## src/rtl/mips_pkg.sv

```systemverilog
// -----------------------------------------------------------------------------
// mips_pkg
// Shared definitions for the MIPS decode stage: datapath widths, opcode and
// funct encodings, ALU operation codes, the decoded bundle record and a
// sign-extension helper.
// No ports (package).
// -----------------------------------------------------------------------------
package mips_pkg;

   localparam int XLEN    = 32;
   localparam int NREGS   = 32;
   localparam int REG_W   = 5;
   localparam int ALUOP_W = 4;

   // Primary opcodes (inst[31:26])
   localparam logic [5:0] OP_RTYPE = 6'h00;
   localparam logic [5:0] OP_J     = 6'h02;
   localparam logic [5:0] OP_BEQ   = 6'h04;
   localparam logic [5:0] OP_ADDI  = 6'h08;
   localparam logic [5:0] OP_LW    = 6'h23;
   localparam logic [5:0] OP_SW    = 6'h2B;

   // R-type funct codes (inst[5:0])
   localparam logic [5:0] FN_ADD = 6'h20;
   localparam logic [5:0] FN_SUB = 6'h22;
   localparam logic [5:0] FN_AND = 6'h24;
   localparam logic [5:0] FN_OR  = 6'h25;
   localparam logic [5:0] FN_SLT = 6'h2A;

   typedef enum logic [ALUOP_W-1:0] {
      ALU_ADD = 4'd0,
      ALU_SUB = 4'd1,
      ALU_AND = 4'd2,
      ALU_OR  = 4'd3,
      ALU_SLT = 4'd4,
      ALU_NOP = 4'd15
   } alu_op_e;

   // Everything handed to the ALU stage in one registered word.
   typedef struct packed {
      logic [XLEN-1:0]  rs_val;
      logic [XLEN-1:0]  rt_val;
      logic [XLEN-1:0]  imm;
      logic [REG_W-1:0] dest;
      alu_op_e          alu_op;
      logic             alu_src;
      logic             reg_write;
      logic             mem_read;
      logic             mem_write;
      logic             branch;
      logic             jump;
      logic             illegal;
   } bundle_t;

   function automatic logic [XLEN-1:0] sign_ext16(input logic [15:0] v);
      return {{(XLEN-16){v[15]}}, v};
   endfunction

endpackage

```

## src/rtl/decode_stage_if.sv

```systemverilog
// -----------------------------------------------------------------------------
// decode_stage_if
// Handshake and bundle signals around the decode stage.
//   Fetch side : stage2 (valid), inst, stage2_rdy
//   ALU side   : stage3 (valid), stage3_rdy, rs_val, rt_val, imm, dest,
//                alu_op, alu_src, reg_write, mem_read, mem_write, branch,
//                jump, illegal
// Modports: slave = the decode stage, master = its environment
// (fetch driving instructions, ALU consuming bundles).
// -----------------------------------------------------------------------------
interface decode_stage_if;
   import mips_pkg::*;

   logic                stage2;
   logic [XLEN-1:0]     inst;
   logic                stage2_rdy;
   logic                stage3;
   logic                stage3_rdy;
   logic [XLEN-1:0]     rs_val;
   logic [XLEN-1:0]     rt_val;
   logic [XLEN-1:0]     imm;
   logic [REG_W-1:0]    dest;
   logic [ALUOP_W-1:0]  alu_op;
   logic                alu_src;
   logic                reg_write;
   logic                mem_read;
   logic                mem_write;
   logic                branch;
   logic                jump;
   logic                illegal;

   modport slave (
      input  stage2, inst, stage3_rdy,
      output stage2_rdy, stage3, rs_val, rt_val, imm, dest, alu_op,
             alu_src, reg_write, mem_read, mem_write, branch, jump, illegal
   );

   modport master (
      output stage2, inst, stage3_rdy,
      input  stage2_rdy, stage3, rs_val, rt_val, imm, dest, alu_op,
             alu_src, reg_write, mem_read, mem_write, branch, jump, illegal
   );

endinterface

```

## src/rtl/decode_regfile.sv

```systemverilog
// -----------------------------------------------------------------------------
// decode_regfile
// 32 x XLEN register file, two asynchronous read ports and one write port.
// Register 0 is hardwired to zero. A write presented in the same cycle as a
// read of the same (non-zero) register is forwarded to the read port.
// Ports:
//   clock_i, rst_i          clock, asynchronous active-high reset (zeroes all)
//   ra_a_i / rd_a_o         read port A address / data
//   ra_b_i / rd_b_o         read port B address / data
//   we_i, wa_i, wd_i        write strobe, address, data
// -----------------------------------------------------------------------------
module decode_regfile
   import mips_pkg::*;
(
   input  logic             clock_i,
   input  logic             rst_i,
   input  logic [REG_W-1:0] ra_a_i,
   output logic [XLEN-1:0]  rd_a_o,
   input  logic [REG_W-1:0] ra_b_i,
   output logic [XLEN-1:0]  rd_b_o,
   input  logic             we_i,
   input  logic [REG_W-1:0] wa_i,
   input  logic [XLEN-1:0]  wd_i
);

   logic [XLEN-1:0] rf_q [NREGS];

   always_ff @(posedge clock_i or posedge rst_i) begin
      if (rst_i) begin
         for (int i = 0; i < NREGS; i++) begin
            rf_q[i] <= '0;
         end
      end else if (we_i && (wa_i != '0)) begin
         rf_q[wa_i] <= wd_i;
      end
   end

   function automatic logic [XLEN-1:0] read_port(input logic [REG_W-1:0] ra,
                                                 input logic [XLEN-1:0]  stored);
      if (ra == '0)
         return '0;
      else if (we_i && (wa_i == ra))
         return wd_i;
      else
         return stored;
   endfunction

   assign rd_a_o = read_port(ra_a_i, rf_q[ra_a_i]);
   assign rd_b_o = read_port(ra_b_i, rf_q[ra_b_i]);

endmodule

```

## src/rtl/decode_stage.sv

```systemverilog
// -----------------------------------------------------------------------------
// decode_stage
// Stage 2 of the MIPS core. Decodes the instruction from fetch, reads the
// register file and registers an operand/control bundle for the ALU stage.
// A per-register busy scoreboard holds issue back while a source register is
// still waiting for its writeback.
// Ports:
//   clock                 clock, all state on posedge
//   start                 asynchronous active-high reset
//   bus (slave)           fetch handshake (stage2/inst/stage2_rdy) and ALU
//                         handshake plus bundle (stage3/stage3_rdy/...)
//   wb_en, wb_addr,       writeBack port into the register file; also
//   wb_data               clears the scoreboard bit of wb_addr
// -----------------------------------------------------------------------------
module decode_stage
   import mips_pkg::*;
(
   input  logic             clock,
   input  logic             start,
   decode_stage_if.slave    bus,
   input  logic             wb_en,
   input  logic [REG_W-1:0] wb_addr,
   input  logic [XLEN-1:0]  wb_data
);

   logic [5:0]       opcode;
   logic [5:0]       funct;
   logic [REG_W-1:0] rs;
   logic [REG_W-1:0] rt;
   logic [REG_W-1:0] rd;

   assign opcode = bus.inst[31:26];
   assign rs     = bus.inst[25:21];
   assign rt     = bus.inst[20:16];
   assign rd     = bus.inst[15:11];
   assign funct  = bus.inst[5:0];

   logic [XLEN-1:0] rd_a;
   logic [XLEN-1:0] rd_b;

   decode_regfile u_regfile (
      .clock_i (clock),
      .rst_i   (start),
      .ra_a_i  (rs),
      .rd_a_o  (rd_a),
      .ra_b_i  (rt),
      .rd_b_o  (rd_b),
      .we_i    (wb_en),
      .wa_i    (wb_addr),
      .wd_i    (wb_data)
   );

   // Decoder: unsupported encodings still flow as a bundle, but as a NOP
   // with every write/memory control forced low.
   bundle_t bundle_d;
   logic    reads_rt;

   always_comb begin
      bundle_d        = '0;
      bundle_d.alu_op = ALU_NOP;
      bundle_d.imm    = sign_ext16(bus.inst[15:0]);
      bundle_d.rs_val = rd_a;
      bundle_d.rt_val = rd_b;
      reads_rt        = 1'b0;
      case (opcode)
         OP_RTYPE: begin
            reads_rt           = 1'b1;
            bundle_d.reg_write = 1'b1;
            bundle_d.dest      = rd;
            case (funct)
               FN_ADD:  bundle_d.alu_op = ALU_ADD;
               FN_SUB:  bundle_d.alu_op = ALU_SUB;
               FN_AND:  bundle_d.alu_op = ALU_AND;
               FN_OR:   bundle_d.alu_op = ALU_OR;
               FN_SLT:  bundle_d.alu_op = ALU_SLT;
               default: begin
                  bundle_d.illegal   = 1'b1;
                  bundle_d.reg_write = 1'b0;
                  bundle_d.dest      = '0;
               end
            endcase
         end
         OP_ADDI: begin
            bundle_d.alu_op    = ALU_ADD;
            bundle_d.alu_src   = 1'b1;
            bundle_d.reg_write = 1'b1;
            bundle_d.dest      = rt;
         end
         OP_LW: begin
            bundle_d.alu_op    = ALU_ADD;
            bundle_d.alu_src   = 1'b1;
            bundle_d.mem_read  = 1'b1;
            bundle_d.reg_write = 1'b1;
            bundle_d.dest      = rt;
         end
         OP_SW: begin
            reads_rt           = 1'b1;
            bundle_d.alu_op    = ALU_ADD;
            bundle_d.alu_src   = 1'b1;
            bundle_d.mem_write = 1'b1;
         end
         OP_BEQ: begin
            reads_rt         = 1'b1;
            bundle_d.alu_op  = ALU_SUB;
            bundle_d.branch  = 1'b1;
         end
         OP_J: begin
            bundle_d.jump    = 1'b1;
         end
         default: begin
            bundle_d.illegal = 1'b1;
         end
      endcase
   end

   // Scoreboard. A writeback landing this cycle already reaches the operand
   // through the regfile bypass, so its busy bit is masked before the stall
   // decision.
   logic [NREGS-1:0] busy_q;
   logic [NREGS-1:0] busy_d;
   logic [NREGS-1:0] wb_clr;
   logic [NREGS-1:0] busy_eff;
   logic             stall;
   logic             stage3_q;
   logic             accept;
   bundle_t          bundle_q;

   always_comb begin
      wb_clr = '0;
      if (wb_en)
         wb_clr[wb_addr] = 1'b1;
   end

   assign busy_eff = busy_q & ~wb_clr;
   assign stall    = bus.stage2 && (busy_eff[rs] || (reads_rt && busy_eff[rt]));
   assign bus.stage2_rdy = !stall && (!stage3_q || bus.stage3_rdy);
   assign accept   = bus.stage2 && bus.stage2_rdy;

   // Set is applied after clear so a same-cycle set/clear of one register
   // leaves it busy.
   always_comb begin
      busy_d = busy_eff;
      if (accept && bundle_d.reg_write && (bundle_d.dest != '0))
         busy_d[bundle_d.dest] = 1'b1;
      busy_d[0] = 1'b0;
   end

   always_ff @(posedge clock or posedge start) begin
      if (start) begin
         stage3_q        <= 1'b0;
         busy_q          <= '0;
         bundle_q        <= '0;
         bundle_q.alu_op <= ALU_NOP;
      end else begin
         busy_q <= busy_d;
         if (accept) begin
            stage3_q <= 1'b1;
            bundle_q <= bundle_d;
         end else if (bus.stage3_rdy) begin
            stage3_q <= 1'b0;
         end
      end
   end

   assign bus.stage3    = stage3_q;
   assign bus.rs_val    = bundle_q.rs_val;
   assign bus.rt_val    = bundle_q.rt_val;
   assign bus.imm       = bundle_q.imm;
   assign bus.dest      = bundle_q.dest;
   assign bus.alu_op    = bundle_q.alu_op;
   assign bus.alu_src   = bundle_q.alu_src;
   assign bus.reg_write = bundle_q.reg_write;
   assign bus.mem_read  = bundle_q.mem_read;
   assign bus.mem_write = bundle_q.mem_write;
   assign bus.branch    = bundle_q.branch;
   assign bus.jump      = bundle_q.jump;
   assign bus.illegal   = bundle_q.illegal;

endmodule

```

## src/flat_wrapper.sv

```systemverilog
// flat-port wrapper written by rule: the top's interface ports become plain ports
module decode_stage_flat import mips_pkg::*;
  (clock, start, wb_en, wb_addr, wb_data, bus_stage2, bus_inst, bus_stage3_rdy, bus_stage2_rdy, bus_stage3, bus_rs_val, bus_rt_val, bus_imm, bus_dest, bus_alu_op, bus_alu_src, bus_reg_write, bus_mem_read, bus_mem_write, bus_branch, bus_jump, bus_illegal);
  decode_stage_if bus_i ();
  input  logic clock;
  input  logic start;
  input  logic wb_en;
  input  logic [REG_W-1:0] wb_addr;
  input  logic [XLEN-1:0] wb_data;
  input wire logic [$bits(bus_i.stage2)-1:0] bus_stage2;
  input wire logic [$bits(bus_i.inst)-1:0] bus_inst;
  input wire logic [$bits(bus_i.stage3_rdy)-1:0] bus_stage3_rdy;
  output wire logic [$bits(bus_i.stage2_rdy)-1:0] bus_stage2_rdy;
  output wire logic [$bits(bus_i.stage3)-1:0] bus_stage3;
  output wire logic [$bits(bus_i.rs_val)-1:0] bus_rs_val;
  output wire logic [$bits(bus_i.rt_val)-1:0] bus_rt_val;
  output wire logic [$bits(bus_i.imm)-1:0] bus_imm;
  output wire logic [$bits(bus_i.dest)-1:0] bus_dest;
  output wire logic [$bits(bus_i.alu_op)-1:0] bus_alu_op;
  output wire logic [$bits(bus_i.alu_src)-1:0] bus_alu_src;
  output wire logic [$bits(bus_i.reg_write)-1:0] bus_reg_write;
  output wire logic [$bits(bus_i.mem_read)-1:0] bus_mem_read;
  output wire logic [$bits(bus_i.mem_write)-1:0] bus_mem_write;
  output wire logic [$bits(bus_i.branch)-1:0] bus_branch;
  output wire logic [$bits(bus_i.jump)-1:0] bus_jump;
  output wire logic [$bits(bus_i.illegal)-1:0] bus_illegal;
  assign bus_i.stage2 = bus_stage2;
  assign bus_i.inst = bus_inst;
  assign bus_i.stage3_rdy = bus_stage3_rdy;
  assign bus_stage2_rdy = bus_i.stage2_rdy;
  assign bus_stage3 = bus_i.stage3;
  assign bus_rs_val = bus_i.rs_val;
  assign bus_rt_val = bus_i.rt_val;
  assign bus_imm = bus_i.imm;
  assign bus_dest = bus_i.dest;
  assign bus_alu_op = bus_i.alu_op;
  assign bus_alu_src = bus_i.alu_src;
  assign bus_reg_write = bus_i.reg_write;
  assign bus_mem_read = bus_i.mem_read;
  assign bus_mem_write = bus_i.mem_write;
  assign bus_branch = bus_i.branch;
  assign bus_jump = bus_i.jump;
  assign bus_illegal = bus_i.illegal;
  decode_stage u_core (.clock(clock), .start(start), .bus(bus_i), .wb_en(wb_en), .wb_addr(wb_addr), .wb_data(wb_data));
endmodule
```

## config.mk

```make
export PLATFORM = sky130hd
export DESIGN_NAME = decode_stage_flat
export DESIGN_NICKNAME = d
export VERILOG_FILES = /design/src/rtl/mips_pkg.sv /design/src/rtl/decode_stage_if.sv /design/src/rtl/decode_regfile.sv /design/src/rtl/decode_stage.sv /design/src/flat_wrapper.sv
export SDC_FILE = /design/constraint.sdc
export NUM_CORES = 2
export LEC_CHECK = 0
export CORE_UTILIZATION = 37
export CTS_CLUSTER_SIZE = 12
export DETAILED_ROUTE_END_ITERATION = 8
export SYNTH_ARGS = -nofsm -noshare
export SYNTH_HDL_FRONTEND = slang
export SYNTH_SLANG_ARGS = --single-unit
```

## constraint.sdc

```tcl
create_clock -name clock -period 51.2 [get_ports clock]
set_input_delay 10.24 -clock clock [delete_from_list [all_inputs] [get_ports clock]]
set_output_delay 10.24 -clock clock [all_outputs]
set_load 0.02 [all_outputs]
```

# == Word level (Yosys, flattened, before mapping) ==
# Cells that the tools add are included.
# totals
register_bits,1152
input_bits,74
# classes
n_lt_le_gt_ge,10
n_eq_ne,12
n_mux,39
n_bitwise,6
n_reduce_logical,27
# ops
cell,n
bitwise mux 1024 bit,1
2-to-1 mux 32 bit,11
binary-select mux 32 bit (select 5 bit),2
demux 32 bit (select 5 bit),1
== test 6 bit (second input constant),7
AND 32 bit,1
inverter 32 bit,1
OR 32 bit,1
< comparator 5 x 6 -> 1 bit (second input constant),4
case mux 4 bit (5 select lines),1
>= comparator 6 bit (second input constant),3
inverter 5 -> 6 bit,3
2-to-1 mux 1 bit,14
logical AND 1 bit,12
case mux 4 bit (3 select lines),1
binary-select mux 1 bit (select 5 bit),2
demux 1 bit (select 5 bit),2
== test 5 bit,2
>= comparator 5 x 1 -> 1 bit (second input constant),2
zero test 5 bit,2
case mux 5 bit (2 select lines),1
nonzero test 5 bit,2
OR reduction 5 bit,2
== test 6 x 2 -> 1 bit (second input constant),1
other kinds (11),15

# == Depth between registers and ports, before layout ==
# logic_depth
ltp_word,18
ltp_mapped,12

# == Modules after synthesis ==
# A second synthesis with hierarchy kept.
# unflattened
hier_cells,4374
hier_area_um2,62108.3
# by_module_without_submodules
mod,n_inst,cells_per_inst,area_per_inst_um2,seq_area_each_um2
decode_regfile,1,3840,55487.0,25624.6
decode_stage,1,534,6621.4,3208.1

# == Worst setup path after synthesis ==
# Ideal clock, no wire load.
# synth_timing
path_type,input port to output port
from,input wb_addr[2]
to,output bus_stage2_rdy
arrival_ns,12.289
required_ns,40.960
slack_ns,28.671
path_stages,9
n_path_buf,1
cell_sequence,buf_4 -> or4b_1 -> o21ai_1 -> nand3_1 -> o311ai_1 -> nor3_1 -> o31ai_2 -> nand2_1 -> a21boi_0
# synth_via
elab_chain_cells,14
elab_cells_between_ends,17
# synth_rtl
item,line_no,source
start: declaration,flat_wrapper.sv:8,input logic [REG_W-1:0] wb_addr;
< comparator 5 x 6 -> 1 bit (not written as such) or >= comparator 5 x 1 -> 1 bit (tied branches),decode_stage.sv:131,wb_clr[wb_addr] = 1'b1;
logical AND 1 bit (not written as such),decode_stage.sv:131,
2-to-1 mux 1 bit (not written as such),decode_stage.sv:131,
demux 1 bit (select 5 bit) *,--,
2-to-1 mux 32 bit *,decode_stage.sv:130,if (wb_en)
inverter 32 bit *,decode_stage.sv:134,assign busy_eff = busy_q & ~wb_clr;
AND 32 bit *,decode_stage.sv:134,
binary-select mux 1 bit (select 5 bit),decode_stage.sv:135,assign stall = bus.stage2 && (busy_eff[rs] || (reads_rt && busy_eff[rt]));
2-to-1 mux 1 bit (not written as such),decode_stage.sv:135,
logical AND 1 bit,decode_stage.sv:135,
logical OR 1 bit *,decode_stage.sv:135,
logical AND 1 bit *,decode_stage.sv:135,
zero test 1 bit *,decode_stage.sv:136,assign bus.stage2_rdy = !stall && (!stage3_q || bus.stage3_rdy);
logical AND 1 bit *,decode_stage.sv:136,
end: declaration,flat_wrapper.sv:13,output wire logic [$bits(bus_i.stage2_rdy)-1:0] bus_stage2_rdy;
# Mark *: on every way between the ends. The rest lies on a longest branch, timed or not. The select of a mux whose other input is x is not followed.

# == Final worst setup path ==
# layout_timing
from,input wb_en
to,output bus_stage2_rdy
# layout_via
elab_chain_cells,10
elab_cells_between_ends,12
# layout_rtl
item,line_no,source
start: declaration,flat_wrapper.sv:7,input logic wb_en;
2-to-1 mux 32 bit *,decode_stage.sv:130,
inverter 32 bit *,decode_stage.sv:134,
AND 32 bit *,decode_stage.sv:134,
binary-select mux 1 bit (select 5 bit),decode_stage.sv:135,
2-to-1 mux 1 bit (not written as such),decode_stage.sv:135,
logical AND 1 bit,decode_stage.sv:135,
logical OR 1 bit *,decode_stage.sv:135,
logical AND 1 bit *,decode_stage.sv:135,
zero test 1 bit *,decode_stage.sv:136,
logical AND 1 bit *,decode_stage.sv:136,
# Marks and branches as above.

==> summary.txt <==
Drt
  – Avg WL per Cell: 29.41 um
  – Final ANT Viol Nets: 0
  – WL final: 187.1 mm
  – Vias: 38640
  – Vias per cell: 6.074
  – DR iter-0 viols: about 3500
  – Number of iterations in the first detailed-routing pass: 8
  – DRC Markers: 2

Setup path
  – Crit-path cells: clkdlybuf4s50_1, nor4b_2, nand2_4, a221oi_1, nor3_1, o31ai_2, nand2_1, a21boi_0, clkdlybuf4s50_1
  – Worst path bufs/invs: 2
  – Crit Path Category: primary input to output pin
  – CP max stage cell: clkdlybuf4s50_1
  – Peak per-stage delay on the critical path: ~0.97 ns
  – Crit path DAT: 14.85 ns
  – Most frequent CP cell: clkdlybuf4s50_1
  – Critical Path Sink Type: output pin
  – Worst Path Required: 40.96 ns
  – Worst setup SP type: primary input
  – Critical path's top delay family: simple AND/OR/NAND/NOR gates
  – Crit path max fanout: 35

Floorplanning
  – IO Pins: 188
  – # rows: around 150
  – Die width: 409.2 um
  – Die ar.: 0.1674 mm2
  – Initial Util: 0.3722
  – Core ar.: 0.1648 mm2
  – Die height: 409.2 um

Synth
  – Post-Synth XOR/XNOR Area: 0.001428
  – Mapped Nets: approximately 4200
  – Largest family of logic cells by synthesized area: multiplexers
  – Simple-gate area share of the yosys netlist: 0.01913
  – Synth cell count leaders: 1148 x dfrtp_1, 995 x mux2_2, 518 x mux4_2
  – Yosys warns: 0
  – Ranking of synthesized cells by area: dfrtp_1 47%, mux4_2 19%, mux2_2 18%
  – Yosys reg bits: 1152
  – Synth Area in Compound Gates: 0.04738
  – Most frequent cell after synthesis: dfrtp_1
  – Distinct cells, synth: about 70
  – Post-synthesis mux area share: 0.4284
  – Syn Inst Count: around 4100
  – Mapped Area: slightly above 0.06 mm2
  – Number of synthesized flops with an enable pin: 0
  – Async SR Flop Fraction: 1.000
  – Top_reg_cell synth: dfrtp_1
  – Seq/Total Area, Yosys: 0.4700
  – Yosys top cell by area: dfrtp_1
  – Top-area cell type share of the netlist area: 0.4683
  – Mean Syn Cell Area: 14.87 um2
  – Synth Area in Adders: 0

Timing
  – Worst setup margin: approximately 26 ns
  – Worst rel slew slack: 0.1748
  – Worst-margin pin slew: 1.238 ns
  – RSZ-0062 raised after global routing: no
  – Setup Skew: 0.02257 ns
  – Setup_tns: 0 ns
  – Achievable Freq: about 0.040 GHz
  – Final setup viols: 0
  – Hold Vio Cnt, Final: 0
  – Tcrit/Tclk final: 0.4900
  – Fin crit period: 25.09 ns
  – Final Max Tran Viols: 0

GRT
  – Largest net degree at the start of global routing: 171
  – First-pass GRT wire length: between 200 and 300 mm
  – Vias in the first global route: 39900
  – Total grt overflow: 0
  – Initial antenna violation count: 3
  – Global Route Usage Sum: 0.2245

Pwr
  – Clk pwr share: 0.347
  – P_int: 2.041 mW
  – Sw Share: 0.2760
  – Pleak: between 20 and 30 nW
  – VDD IR max: 0.04098 mV
  – Reg power frac: 0.431
  – Pwr per Cell Area: 40.62 mW/mm2
  – P_sw: 0.7781 mW
  – Comb power frac: 0.222

Cells and area
  – Fillers: 14940
  – Post-route cell area: ~0.069 mm2
  – Final #Nets: 4142
  – Share of post-route cells with drive strength above 1: 0.4692
  – Synth-to-layout area growth: 13.13%

Clock tree
  – Clock Tree Buf Depth: 3
  – Sink Count: 1152
  – CTS Root Cell: clkbuf_16
  – Htree depth: 4
  – Skew-Pair Late Insertion Delay: 0.78 ns
  – CTS tree: done
  – Clk pin slew, worst setup/hold paths: around 0.050 ns
  – CTS resizes: 0
  – # hold bufs at CTS: 0
  – Clock buffers created by TritonCTS: 136
  – Setup Buffers After CTS: 0

Run
  – Max-cap violations: 0

Placed design
  – DP Area: 0.06494 mm2
  – Place WS: between 20 and 30 ns
  – Post-DP HPWL: 104.8 mm
  – Port Buffer Count: 187
  – Gpl congestion: between 0.8 and 0.9

Hold path
  – Type of the worst min-delay path: flip-flop to flip-flop

Outcome
  – Outcome: finished with violations
  – Failing checks: DRC
[stage by stage]
stage	hold WS [ns]	cells	power, mW	util
finish	0.3965	6361	2.819	0.4211
global route	0.4083	6361	2.938	0.4211
CTS	0.3959	6360	2.841	0.4211
detailed placement	0.3845	6119	1.855	0.3941
global placement	0.3806	6119	1.838	0.3941
floorplan	0.4420	4125	1.660	-
[power groups by stage]
stage	sequential [mW]	combinational [mW]	clock, mW
3_5_place_dp	1.23	0.628	0
5_1_grt	1.24	0.666	1.03
2_1_floorplan	1.22	0.441	0
6_report	1.21	0.625	0.978
3_3_place_gp	1.22	0.620	0
4_1_cts	1.21	0.631	0.998
[path summary, 6_finish.rpt]
kind	startpoint	cells after the start	slack (ns)	end
hold reg to reg	u_core.u_regfile.rf_q[998]	0	0.40	u_core.u_regfile.rf_q[998]
min in group asynchronous	start	2	10.02	u_core.bus.imm[5]
setup reg to reg	u_core.busy_q[16]	9	46.81	u_core.bus.rt_val[13]
hold / removal	u_core.u_regfile.rf_q[998]	0	0.40	u_core.u_regfile.rf_q[998]
setup / recovery	wb_en	9	26.11	bus_stage2_rdy
max in group asynchronous	start	5	37.79	u_core.u_regfile.rf_q[525]
[flip-flops by register name, summed over array words and instances, names as in the netlist]
register	flops
u_core.bus.rs_val	32
u_core.bus.mem_write	1
u_core.bus.stage3	1
u_core.bus.dest	5
u_core.bus.branch	1
u_core.u_regfile.rf_q	1024
u_core.bus.jump	1
u_core.bus.illegal	1
u_core.bus.reg_write	1
u_core.bus.imm	16
u_core.bus.rt_val	32
u_core.busy_q	31
u_core.bus.alu_op	4
u_core.bus.alu_src	1
u_core.bus.mem_read	1
[cell families (layout without fill, tap and decap cells)]
family / count (synthesis) / in the layout
muxes: 1811 / 1811
other: 0 / 1
DFF: 1152 / 1152
xor gates and xnor gates: 10 / 10
and+or+nand+nor: 235 / 235
buffers and inverters: 486 / 532
AOI/OAI and AO/OA: 431 / 431
[area by class of cell]
class / count / area, um2 / area share
sequential: 1152 / 28830 / 0.4155
antenna: 1 / 2.502 / 0.00003606
timing repair buffer: 279 / 2624 / 0.03781
clock inverter: 38 / 473.0 / 0.006815
multi-input combinational: 2487 / 30690 / 0.4423
inverter: 12 / 55.05 / 0.0007933
clock buffer: 203 / 3979 / 0.05733
tap: 2189 / 2739 / 0.03947
[placed cells by master, fill, tap and decap left out, types with 38 or more instances in the layout]
cell type        netlist  layout
nor2_1                61      47
a221oi_1              65      65
mux2i_1              207     207
mux4_2               518     518
buf_4                 17      93
dfrtp_1             1148    1148
a21oi_1               87      87
mux2_4                83      83
clkdlybuf4s50_1        0     177
nor3_1                39      39
clkbuf_16              0     139
mux2_2               995     995
nand2_1               57      39
o21ai_0               87      87
a211oi_1              64      64
clkbuf_1             307      38
[routing by layer]
metal	vias to the layer above	wire [um]	GRT usage	share of wire
li1	15840	-	-	-
met4	2	4972	0.06768	0.027
met1	21140	82780	0.3170	0.44
met5	-	12	0	0.000064
met2	1351	87530	0.3496	0.47
met3	304	11760	0.04378	0.063
No activity file was read; power rests on OpenSTA's default activity.
